===== src/rtl/sfm_pkg.sv =====
// Shared constants and helpers for the TCDM arbiter and its ID FIFO.
package sfm_pkg;

  localparam int unsigned DATA_W        = 32;
  localparam int unsigned MAX_OUTST_DEF = 4;

  // Width of a channel index; never narrower than one bit.
  function automatic int unsigned idx_w(input int unsigned n);
    return (n > 1) ? $clog2(n) : 1;
  endfunction

endpackage


===== src/rtl/sfm_id_fifo.sv =====
// Channel-ID FIFO: remembers which channel owns each outstanding read.
module sfm_id_fifo
  import sfm_pkg::*;
#(
  parameter int unsigned DEPTH = MAX_OUTST_DEF,
  parameter int unsigned WIDTH = 2
) (
  input  logic                   clk_i,
  input  logic                   rst_i,
  input  logic                   push_i,
  input  logic                   pop_i,
  input  logic [WIDTH-1:0]       data_i,
  output logic [WIDTH-1:0]       data_o,
  output logic                   full_o,
  output logic                   empty_o,
  output logic [$clog2(DEPTH):0] count_o
);

  localparam int unsigned PW = $clog2(DEPTH);

  logic [DEPTH-1:0][WIDTH-1:0] mem_q, mem_d;
  logic [PW-1:0]               wr_ptr_q, wr_ptr_d;
  logic [PW-1:0]               rd_ptr_q, rd_ptr_d;
  logic [PW:0]                 count_q, count_d;
  logic                        do_push, do_pop;

  // DEPTH is a power of two, so the count MSB alone marks "full".
  assign full_o  = count_q[PW];
  assign empty_o = (count_q == '0);
  assign count_o = count_q;
  assign data_o  = mem_q[rd_ptr_q];

  // Next-state: pointers wrap naturally at DEPTH; simultaneous push/pop keeps the count.
  always_comb begin
    do_push  = push_i & ~full_o;
    do_pop   = pop_i & ~empty_o;
    mem_d    = mem_q;
    wr_ptr_d = wr_ptr_q;
    rd_ptr_d = rd_ptr_q;
    count_d  = count_q;
    if (do_push) begin
      mem_d[wr_ptr_q] = data_i;
      wr_ptr_d        = wr_ptr_q + 1'b1;
    end
    if (do_pop) begin
      rd_ptr_d = rd_ptr_q + 1'b1;
    end
    case ({do_push, do_pop})
      2'b10:   count_d = count_q + 1'b1;
      2'b01:   count_d = count_q - 1'b1;
      default: count_d = count_q;
    endcase
  end

  // State registers with synchronous reset.
  always_ff @(posedge clk_i) begin
    if (rst_i) begin
      mem_q    <= '0;
      wr_ptr_q <= '0;
      rd_ptr_q <= '0;
      count_q  <= '0;
    end else begin
      mem_q    <= mem_d;
      wr_ptr_q <= wr_ptr_d;
      rd_ptr_q <= rd_ptr_d;
      count_q  <= count_d;
    end
  end

endmodule


===== src/rtl/sfm_tcdm_arbiter.sv =====
// N-to-1 TCDM arbiter: round-robin / fixed-priority select with stall lock,
// read-response routing via an in-order channel-ID FIFO.
module sfm_tcdm_arbiter
  import sfm_pkg::*;
#(
  parameter int unsigned NB_CHAN   = 4,
  parameter int unsigned DW        = DATA_W,
  parameter int unsigned AW        = 32,
  parameter int unsigned MAX_OUTST = MAX_OUTST_DEF
) (
  input  logic                           clk_i,
  input  logic                           rst_i,
  input  logic                           clear_i,
  input  logic                           prio_force_i,
  input  logic [$clog2(NB_CHAN)-1:0]     prio_i,
  input  logic [NB_CHAN-1:0]             ch_req_i,
  output logic [NB_CHAN-1:0]             ch_gnt_o,
  input  logic [NB_CHAN-1:0]             ch_wen_i,
  input  logic [NB_CHAN-1:0][AW-1:0]     ch_add_i,
  input  logic [NB_CHAN-1:0][DW/8-1:0]   ch_be_i,
  input  logic [NB_CHAN-1:0][DW-1:0]     ch_data_i,
  output logic [NB_CHAN-1:0]             ch_r_valid_o,
  output logic [NB_CHAN-1:0][DW-1:0]     ch_r_data_o,
  output logic                           out_req_o,
  output logic                           out_wen_o,
  output logic [AW-1:0]                  out_add_o,
  output logic [DW/8-1:0]                out_be_o,
  output logic [DW-1:0]                  out_data_o,
  input  logic                           out_gnt_i,
  input  logic                           out_r_valid_i,
  input  logic [DW-1:0]                  out_r_data_i,
  output logic [$clog2(MAX_OUTST):0]     outst_o,
  output logic                           err_o
);

  localparam int unsigned CW = idx_w(NB_CHAN);
  localparam logic [NB_CHAN-1:0] ONE_HOT0 = {{(NB_CHAN-1){1'b0}}, 1'b1};

  logic [NB_CHAN-1:0] elig;
  logic [CW-1:0]      sel, rr_idx, head_idx;
  logic [CW-1:0]      rr_q, rr_d, lock_idx_q, lock_idx_d;
  logic               lock_vld_q, lock_vld_d;
  logic               err_q, err_d;
  logic               rr_found, hs, push, pop, soft_rst;
  logic               fifo_full, fifo_empty;

  assign soft_rst = rst_i | clear_i;

  // Eligibility: reads are held off whenever the ID FIFO is full, even if it pops this cycle.
  always_comb begin
    elig = '0;
    for (int k = 0; k < NB_CHAN; k++) begin
      elig[k] = ch_req_i[k] & (~ch_wen_i[k] | ~fifo_full);
    end
  end

  // Selection: a stalled (locked) channel wins, then the fixed-priority channel, then round-robin.
  always_comb begin
    rr_found = 1'b0;
    rr_idx   = '0;
    for (int i = 0; i < NB_CHAN; i++) begin
      if (!rr_found && elig[(int'(rr_q) + i) % NB_CHAN]) begin
        rr_found = 1'b1;
        rr_idx   = CW'((int'(rr_q) + i) % NB_CHAN);
      end
    end
    sel = rr_idx;
    if (prio_force_i && (int'(prio_i) < NB_CHAN) && elig[prio_i]) sel = prio_i;
    if (lock_vld_q && elig[lock_idx_q]) sel = lock_idx_q;
  end

  assign out_req_o  = |elig;
  assign hs         = out_req_o & out_gnt_i;
  assign out_wen_o  = ch_wen_i[sel];
  assign out_add_o  = ch_add_i[sel];
  assign out_be_o   = ch_be_i[sel];
  assign out_data_o = ch_data_i[sel];
  assign ch_gnt_o   = hs ? (ONE_HOT0 << sel) : '0;

  assign push         = hs & ch_wen_i[sel];
  assign pop          = out_r_valid_i & ~fifo_empty;
  assign ch_r_valid_o = pop ? (ONE_HOT0 << head_idx) : '0;
  assign err_o        = err_q;

  // Read data is broadcast; only the valid strobe is routed.
  always_comb begin
    for (int k = 0; k < NB_CHAN; k++) begin
      ch_r_data_o[k] = out_r_data_i;
    end
  end

  // Next-state: advance the pointer past the served channel, lock on a stall, latch stray responses.
  always_comb begin
    rr_d = rr_q;
    if (hs) rr_d = (sel == CW'(NB_CHAN - 1)) ? '0 : sel + 1'b1;
    lock_vld_d = out_req_o & ~out_gnt_i;
    lock_idx_d = lock_vld_d ? sel : lock_idx_q;
    err_d      = err_q | (out_r_valid_i & fifo_empty);
  end

  // State registers; soft clear behaves exactly like reset.
  always_ff @(posedge clk_i) begin
    if (soft_rst) begin
      rr_q       <= '0;
      lock_vld_q <= 1'b0;
      lock_idx_q <= '0;
      err_q      <= 1'b0;
    end else begin
      rr_q       <= rr_d;
      lock_vld_q <= lock_vld_d;
      lock_idx_q <= lock_idx_d;
      err_q      <= err_d;
    end
  end

  sfm_id_fifo #(
    .DEPTH (MAX_OUTST),
    .WIDTH (CW)
  ) u_id_fifo (
    .clk_i   (clk_i),
    .rst_i   (soft_rst),
    .push_i  (push),
    .pop_i   (pop),
    .data_i  (sel),
    .data_o  (head_idx),
    .full_o  (fifo_full),
    .empty_o (fifo_empty),
    .count_o (outst_o)
  );

endmodule


===== config.mk =====
export PLATFORM = sky130hd
export DESIGN_NAME = sfm_tcdm_arbiter
export DESIGN_NICKNAME = d
export VERILOG_FILES = /design/src/rtl/sfm_pkg.sv /design/src/rtl/sfm_id_fifo.sv /design/src/rtl/sfm_tcdm_arbiter.sv
export SDC_FILE = /design/constraint.sdc
export NUM_CORES = 1
export LEC_CHECK = 0
export ABC_CLOCK_PERIOD_IN_PS = 4600
export CAP_MARGIN = 25
export CELL_PAD_IN_SITES_DETAIL_PLACEMENT = 1
export CELL_PAD_IN_SITES_GLOBAL_PLACEMENT = 1
export CORE_AREA = 2 2 204 206
export DETAILED_ROUTE_END_ITERATION = 10
export DIE_AREA = 0 0 206 208
export GPL_TIMING_DRIVEN = 0
export PLACE_DENSITY = 0.71
export SETUP_SLACK_MARGIN = 0.1
export SYNTH_ARGS = -nofsm -noshare
export SYNTH_HDL_FRONTEND = slang
export SYNTH_SLANG_ARGS = --single-unit

===== constraint.sdc =====
create_clock -name clk_i -period 4.6 [get_ports clk_i]
set_input_delay 1.38 -clock clk_i [delete_from_list [all_inputs] [get_ports clk_i]]
set_output_delay 1.38 -clock clk_i [all_outputs]
set_load 0.1 [all_outputs]

-- Word level (Yosys, flattened, before mapping)
Cells that the tools add are included.
- flip-flop bits (word level): 21
- latch bits: 0
- memory bits (writable): 0
- ROM bits: 0
- bits of input ports: 320
- output and inout bits: 210
- memories: 0
- add/sub/neg operators: 8
- multipliers: 0
- divide/modulo/power cells: 0
- magnitude comparators: 10
- eq/ne operators: 3
- shift operators: 2
- muxes and demuxes: 38
- bitwise operators: 24
- reduce and logical (&&, ||, !) cells: 12
- operator list (kind ; number):
    32-bit binary-select mux with 2-bit select ; 2
    32-bit 2-to-1 mux ; 2
    2-bit by 3-bit less-than comparator with 1-bit output, second input constant ; 9
    2-bit 2-to-1 mux ; 9
    1-bit binary-select mux with 2-bit select ; 7
    4-bit 2-to-1 mux ; 3
    1-bit AND ; 11
    1-bit 2-to-1 mux ; 10
    2-bit by 1-bit adder with 2-bit output, second input constant ; 4
    4-bit binary-select mux with 2-bit select ; 1
    8-bit bitwise mux ; 1
    1-bit by 2-bit << shifter with 4-bit output, first input constant ; 2
    1-bit NOT ; 7
    1-bit logical AND ; 6
    1-bit OR ; 6
    3-bit case mux with 2 select lines ; 1
    2-bit adder, second input constant ; 2
    2-bit binary-select mux with 2-bit select ; 1
    2-bit demux with 2-bit select ; 1
    2-bit equality test, second input constant ; 2
    4-bit OR reduction ; 1
    3-bit by 1-bit adder with 3-bit output, second input constant ; 1
    1-bit zero test ; 3
    3-bit zero test ; 1
    4 further kinds ; 4

-- Longest topological paths before layout
- word-level depth: 23
- gate-level depth with buffers: 14
- depth with buffers taken out: 13

-- Modules after synthesis
From an unflattened synthesis, not the netlist that was laid out.
- cell total of the unflattened synthesis: 532
- area total of the unflattened synthesis: 4852.2 um^2
- by module, submodules not included (module ; instances ; cells each ; area each (um^2) ; seq. area each (um^2)):
    sfm_tcdm_arbiter ; 1 ; 449 ; 4100.2 ; 120.1
    sfm_id_fifo ; 1 ; 83 ; 752.0 ; 300.3

-- Worst setup path before layout
No wires, ideal clock.
- kind: input to output
- start point: input ch_req_i[1]
- end point: output out_be_o[2]
- arrival time: 4.387 ns
- data required time: 3.220 ns
- path slack: -1.167 ns
- stages on the path: 10
- cell sequence: a21boi_1 a22o_1 or3_1 o211ai_4 nand2_4 inv_4 buf_6 buf_6 a211oi_2 a21oi_1
- word-level cells in the longest chain between the ends: 17
- elaborated cells between the ends (all ways): 32
- RTL lines (item ; line ; RTL):
    start, declared ; sfm_tcdm_arbiter.sv:16 ; input logic [NB_CHAN-1:0] ch_req_i,
    1-bit AND * ; sfm_tcdm_arbiter.sv:53 ; elig[k] = ch_req_i[k] & (~ch_wen_i[k] | ~fifo_full);
    1-bit binary-select mux with 2-bit select ; sfm_tcdm_arbiter.sv:62 ; if (!rr_found && elig[(int'(rr_q) + i) % NB_CHAN]) begin
    1-bit 2-to-1 mux (implied by the code) ; sfm_tcdm_arbiter.sv:62 ;
    1-bit 2-to-1 mux ; sfm_tcdm_arbiter.sv:62 ;
    1-bit zero test ; sfm_tcdm_arbiter.sv:62 ;
    1-bit logical AND ; sfm_tcdm_arbiter.sv:62 ;
    1-bit 2-to-1 mux ; sfm_tcdm_arbiter.sv:62 ;
    1-bit zero test ; sfm_tcdm_arbiter.sv:62 ;
    1-bit logical AND ; sfm_tcdm_arbiter.sv:62 ;
    1-bit 2-to-1 mux ; sfm_tcdm_arbiter.sv:62 ;
    1-bit zero test ; sfm_tcdm_arbiter.sv:62 ;
    1-bit logical AND ; sfm_tcdm_arbiter.sv:62 ;
    2-bit 2-to-1 mux ; sfm_tcdm_arbiter.sv:62 ;
    2-bit 2-to-1 mux ; sfm_tcdm_arbiter.sv:68 ; if (prio_force_i && (int'(prio_i) < NB_CHAN) && elig[prio_i]) sel = prio_i;
    2-bit 2-to-1 mux * ; sfm_tcdm_arbiter.sv:69 ; if (lock_vld_q && elig[lock_idx_q]) sel = lock_idx_q;
    4-bit binary-select mux with 2-bit select * ; sfm_tcdm_arbiter.sv:76 ; assign out_be_o = ch_be_i[sel];
    4-bit 2-to-1 mux (implied by the code) * ; sfm_tcdm_arbiter.sv:76 ;
    end, declared ; sfm_tcdm_arbiter.sv:27 ; output logic [DW/8-1:0] out_be_o,
Every way passes the cells marked *; elsewhere a longest branch is shown, timed or not. The select of a mux whose other input is x is not followed.

-- Final worst setup path
- start point: input ch_wen_i[3]
- end point: output out_be_o[0]
- word-level cells in the longest chain between the ends: 19
- elaborated cells between the ends (all ways): 34
- RTL lines (item ; line ; RTL):
    start, declared ; sfm_tcdm_arbiter.sv:18 ; input logic [NB_CHAN-1:0] ch_wen_i,
    1-bit NOT * ; sfm_tcdm_arbiter.sv:53 ;
    1-bit OR * ; sfm_tcdm_arbiter.sv:53 ;
    1-bit AND * ; sfm_tcdm_arbiter.sv:53 ;
    1-bit binary-select mux with 2-bit select ; sfm_tcdm_arbiter.sv:62 ;
    1-bit 2-to-1 mux (implied by the code) ; sfm_tcdm_arbiter.sv:62 ;
    1-bit 2-to-1 mux ; sfm_tcdm_arbiter.sv:62 ;
    1-bit zero test ; sfm_tcdm_arbiter.sv:62 ;
    1-bit logical AND ; sfm_tcdm_arbiter.sv:62 ;
    [... 3 more ...] ; - ;
    1-bit 2-to-1 mux ; sfm_tcdm_arbiter.sv:62 ;
    1-bit zero test ; sfm_tcdm_arbiter.sv:62 ;
    1-bit logical AND ; sfm_tcdm_arbiter.sv:62 ;
    2-bit 2-to-1 mux ; sfm_tcdm_arbiter.sv:62 ;
    2-bit 2-to-1 mux ; sfm_tcdm_arbiter.sv:68 ;
    2-bit 2-to-1 mux * ; sfm_tcdm_arbiter.sv:69 ;
    4-bit binary-select mux with 2-bit select * ; sfm_tcdm_arbiter.sv:76 ;
    4-bit 2-to-1 mux (implied by the code) * ; sfm_tcdm_arbiter.sv:76 ;
Marked as above.

==> run metrics <==
crit path capture type output port; final instance area 14820 um2; Root Driver clkbuf_16; Seq/Total Area, Yosys 8.791%; XOR/XNOR Fraction of Synth Area 0.7326%; Clk pin slew, worst setup/hold paths 60 ps; final worst slack -352.1 ps; CP Data Required Time 3220 ps; TritonRoute pass-1 iters 4; Synth Cell Area 4782 um2; vias in the first global route 7647; ys flop type dfxtp_1; # DRC 0; CTS sink cnt 21; starting density of the core 11.79%; Nets 1510; fmax 0.2019 GHz; vias after detailed routing 6787; Syn Inst Count 622; H-tree Lvls 1; wire per inst 21.59 um; die area 42850 um2; Initial DRC Count 211; clock skew 2.079 ps; Yosys cell types 58; CP Cell Sequence buf_8, mux2_4, a211oi_4, buf_6, nor2_4, or2_4, nand2_4, inv_8, buf_4, buf_16, buf_8, a21oi_4, buf_12; largest family of logic cells by synthesized area compound AO/OA/AOI/OAI gates; Compound-Gate Fraction of Synth Area 27.52%; most frequent CP cell buf_8; Setup crit start kind input port; flops & latches, synth 21; crit path DAT 3570 ps; Routed Antenna Nets 0; final hold slack 463.1 ps; worst min path class reg -> reg; post-DP HPWL 26540 um; Hold Vio Cnt, Final 0; buffers added on ports 497; Max-slew headroom 31.84%; RSZ-0062 raised after global routing yes; Util after Layout 36.54%; outcome finished, violations left; Synth Net Count 952; GR Overflow Total 0; pin count of the biggest net entering global routing 13; Via-to-Cell Ratio 3.960; Post-synth EDFFs 0; Yosys warnings 0; Die Height 208 um; critical path type in -> out; area grow syn2layout 209.8%; core area 40550 um2; Cell Pwr Density 322.7 nW/um2; GPL Wtd Cong 0.8273; Tot GR Track Use 15.86%; Final setup viols 73; fin crit share 107.7%; Mapped Avg Cell Area 7.688 um2; CTS Buf Count 3; CTS tree built; asr flop ratio synth 0%; Post-Place Cell Area 11260 um2; Die Width 206 um; Max Slew Vio Count 0; I/O pin count 530; mux contribution to synthesized area 18.21%; Crit-path slowest cell mux2_4; total wire length 37000 um; worst-margin pin slew 1019 ps; initial antenna violation count 4; Max-cap violations 0; critical path's largest stage delay 280 ps; Post-Synth Adder-Cell Area 2.773%; crit-path max FO 10; clk_lat worst skew 250 ps; fraction of the mapped netlist area in simple logic gates 15.46%; Max clock buf depth 2; failing checks negative setup slack; peak supply drop 0.0001498 V; Static Leakage 0.005415 uW; total power 4782 uW; share of layout cells above drive strength 1 48.77%; min Tclk post-route 4952 ps; first-pass GRT wire length 51090 um; setup_tns -20700 ps; Placement Rows 74
-- power breakdown --
group | leakage (uW) | switching, uW | internal, uW
Sequential | 0.000170 | 5.98 | 187
Clock | 0.0000409 | 71.5 | 117
Combinational | 0.00520 | 2660 | 1740
Total | 0.00542 | 2730 | 2050
-- timing repair --
item,4_1_cts,5_1_grt
hold buffers,0,0
setup buffers,37,8
pin swaps,73,72
setup endpoints to repair,82,75
gates cloned,11,4
gates resized for setup,1049,105
-- cells in the mapped netlist, drive strengths merged (2+ instances only) --
cell,instances,area [um2]
a211o,2,17.52
inv,13,51.30
a21oi,75,375.4
a211oi,73,608.1
nor3,3,15.01
ha,9,112.6
dfxtp,21,420.4
a21bo,2,20.02
clkbuf,12,45.04
o2111ai,4,41.29
o211ai,4,48.79
o21ai,8,51.30
a21o,2,15.01
nor2,20,75.07
buf,161,1171
mux2,4,45.04
or3,2,12.51
mux4,2,45.04
a21boi,3,22.52
xor2,3,26.28
nand2b,3,18.77
and2,74,462.9
nor3b,2,15.01
mux2i,78,780.8
nand2,20,82.58
or2,3,23.78
a221oi,2,30.03
-- routing by layer --
| metal | global-route usage [%] | share of wire (%) | up-vias |
|---|---|---|---|
| li1 | - | - | 3172 |
| met1 | 17.64 | 37 | 3320 |
| met2 | 31.40 | 56 | 264 |
| met3 | 2.287 | 5.5 | 29 |
| met4 | 2.882 | 1.5 | 2 |
| met5 | 0 | 0.035 | - |
-- placed cells by master (no fill, tap or decap), types with 4 or more instances in the layout --
master | Yosys | routed
a211oi_2 | 12 | 7
mux2i_4 | 0 | 49
and2_4 | 0 | 24
buf_12 | 0 | 83
mux2i_2 | 0 | 11
clkbuf_16 | 0 | 9
buf_6 | 4 | 23
clkbuf_1 | 12 | 5
a21oi_1 | 75 | 7
nand2_1 | 19 | 19
o21ai_0 | 5 | 4
mux2i_1 | 78 | 18
a211oi_4 | 0 | 64
a21oi_4 | 0 | 67
buf_16 | 0 | 12
inv_1 | 11 | 11
buf_8 | 0 | 18
buf_4 | 136 | 161
dfxtp_1 | 21 | 21
buf_2 | 21 | 7
ha_1 | 9 | 6
nor2_1 | 20 | 18
clkdlybuf4s50_1 | 0 | 408
and2_1 | 74 | 50
-- final timing paths --
| kind | slack [ps] | to | startpoint | depth (start not counted) |
|---|---|---|---|---|
| setup / recovery | -350 | out_be_o[0] | ch_wen_i[3] | 13 |
| hold / removal | 460 | u_id_fifo.mem_q[7]$_SDFFE_PP0P_ | u_id_fifo.mem_q[7]$_SDFFE_PP0P_ | 2 |
| setup reg to reg | 920 | u_id_fifo.count_o[2]$_SDFFE_PP0P_ | u_id_fifo.count_o[2]$_SDFFE_PP0P_ | 14 |
| hold reg to reg | 460 | u_id_fifo.mem_q[7]$_SDFFE_PP0P_ | u_id_fifo.mem_q[7]$_SDFFE_PP0P_ | 2 |
-- final cells by class --
type | instances | area, um2
clock buffer | 3 | 75.07
buffer | 172 | 1655
sequential | 21 | 420.4
antenna | 3 | 7.507
clock inverter | 1 | 5.005
inverter | 13 | 61.31
tap | 532 | 665.6
timing repair buffer | 554 | 6420
fill | 4393 | 25740
multi-input combinational | 415 | 5507
-- critical path: cells and delay by family --
family                 cells  cell delay [ps]
muxes                      1              280
AOI/OAI and AO/OA          2              500
and+or+nand+nor            3              400
buffers and inverters      7             1000
-- metrics by stage --
step | std cells | setup slack (ps)
2_1_floorplan | 622 | -585.0
3_3_place_gp | 1651 | -2644
3_5_place_dp | 1651 | -2676
4_1_cts | 1701 | -312.1
5_1_grt | 1714 | -419.9
6_report | 1714 | -352.1
-- flip-flops by register name, summed over array words and instances, names as in the netlist --
name / count
err_o: 1
lock_idx_q: 2
lock_vld_q: 1
rr_q: 2
u_id_fifo.count_o: 3
u_id_fifo.mem_q: 8
u_id_fifo.rd_ptr_q: 2
u_id_fifo.wr_ptr_q: 2
-- cell families (layout without fill, tap and decap cells) --
logic type,Yosys count,count (layout)
buf+inv,186,743
compound gates,185,185
simple gates,132,132
mux,84,84
flops,21,21
fa+ha+maj,10,10
xor+xnor,4,4
other cells,0,3
No activity file was read; power rests on OpenSTA's default activity.
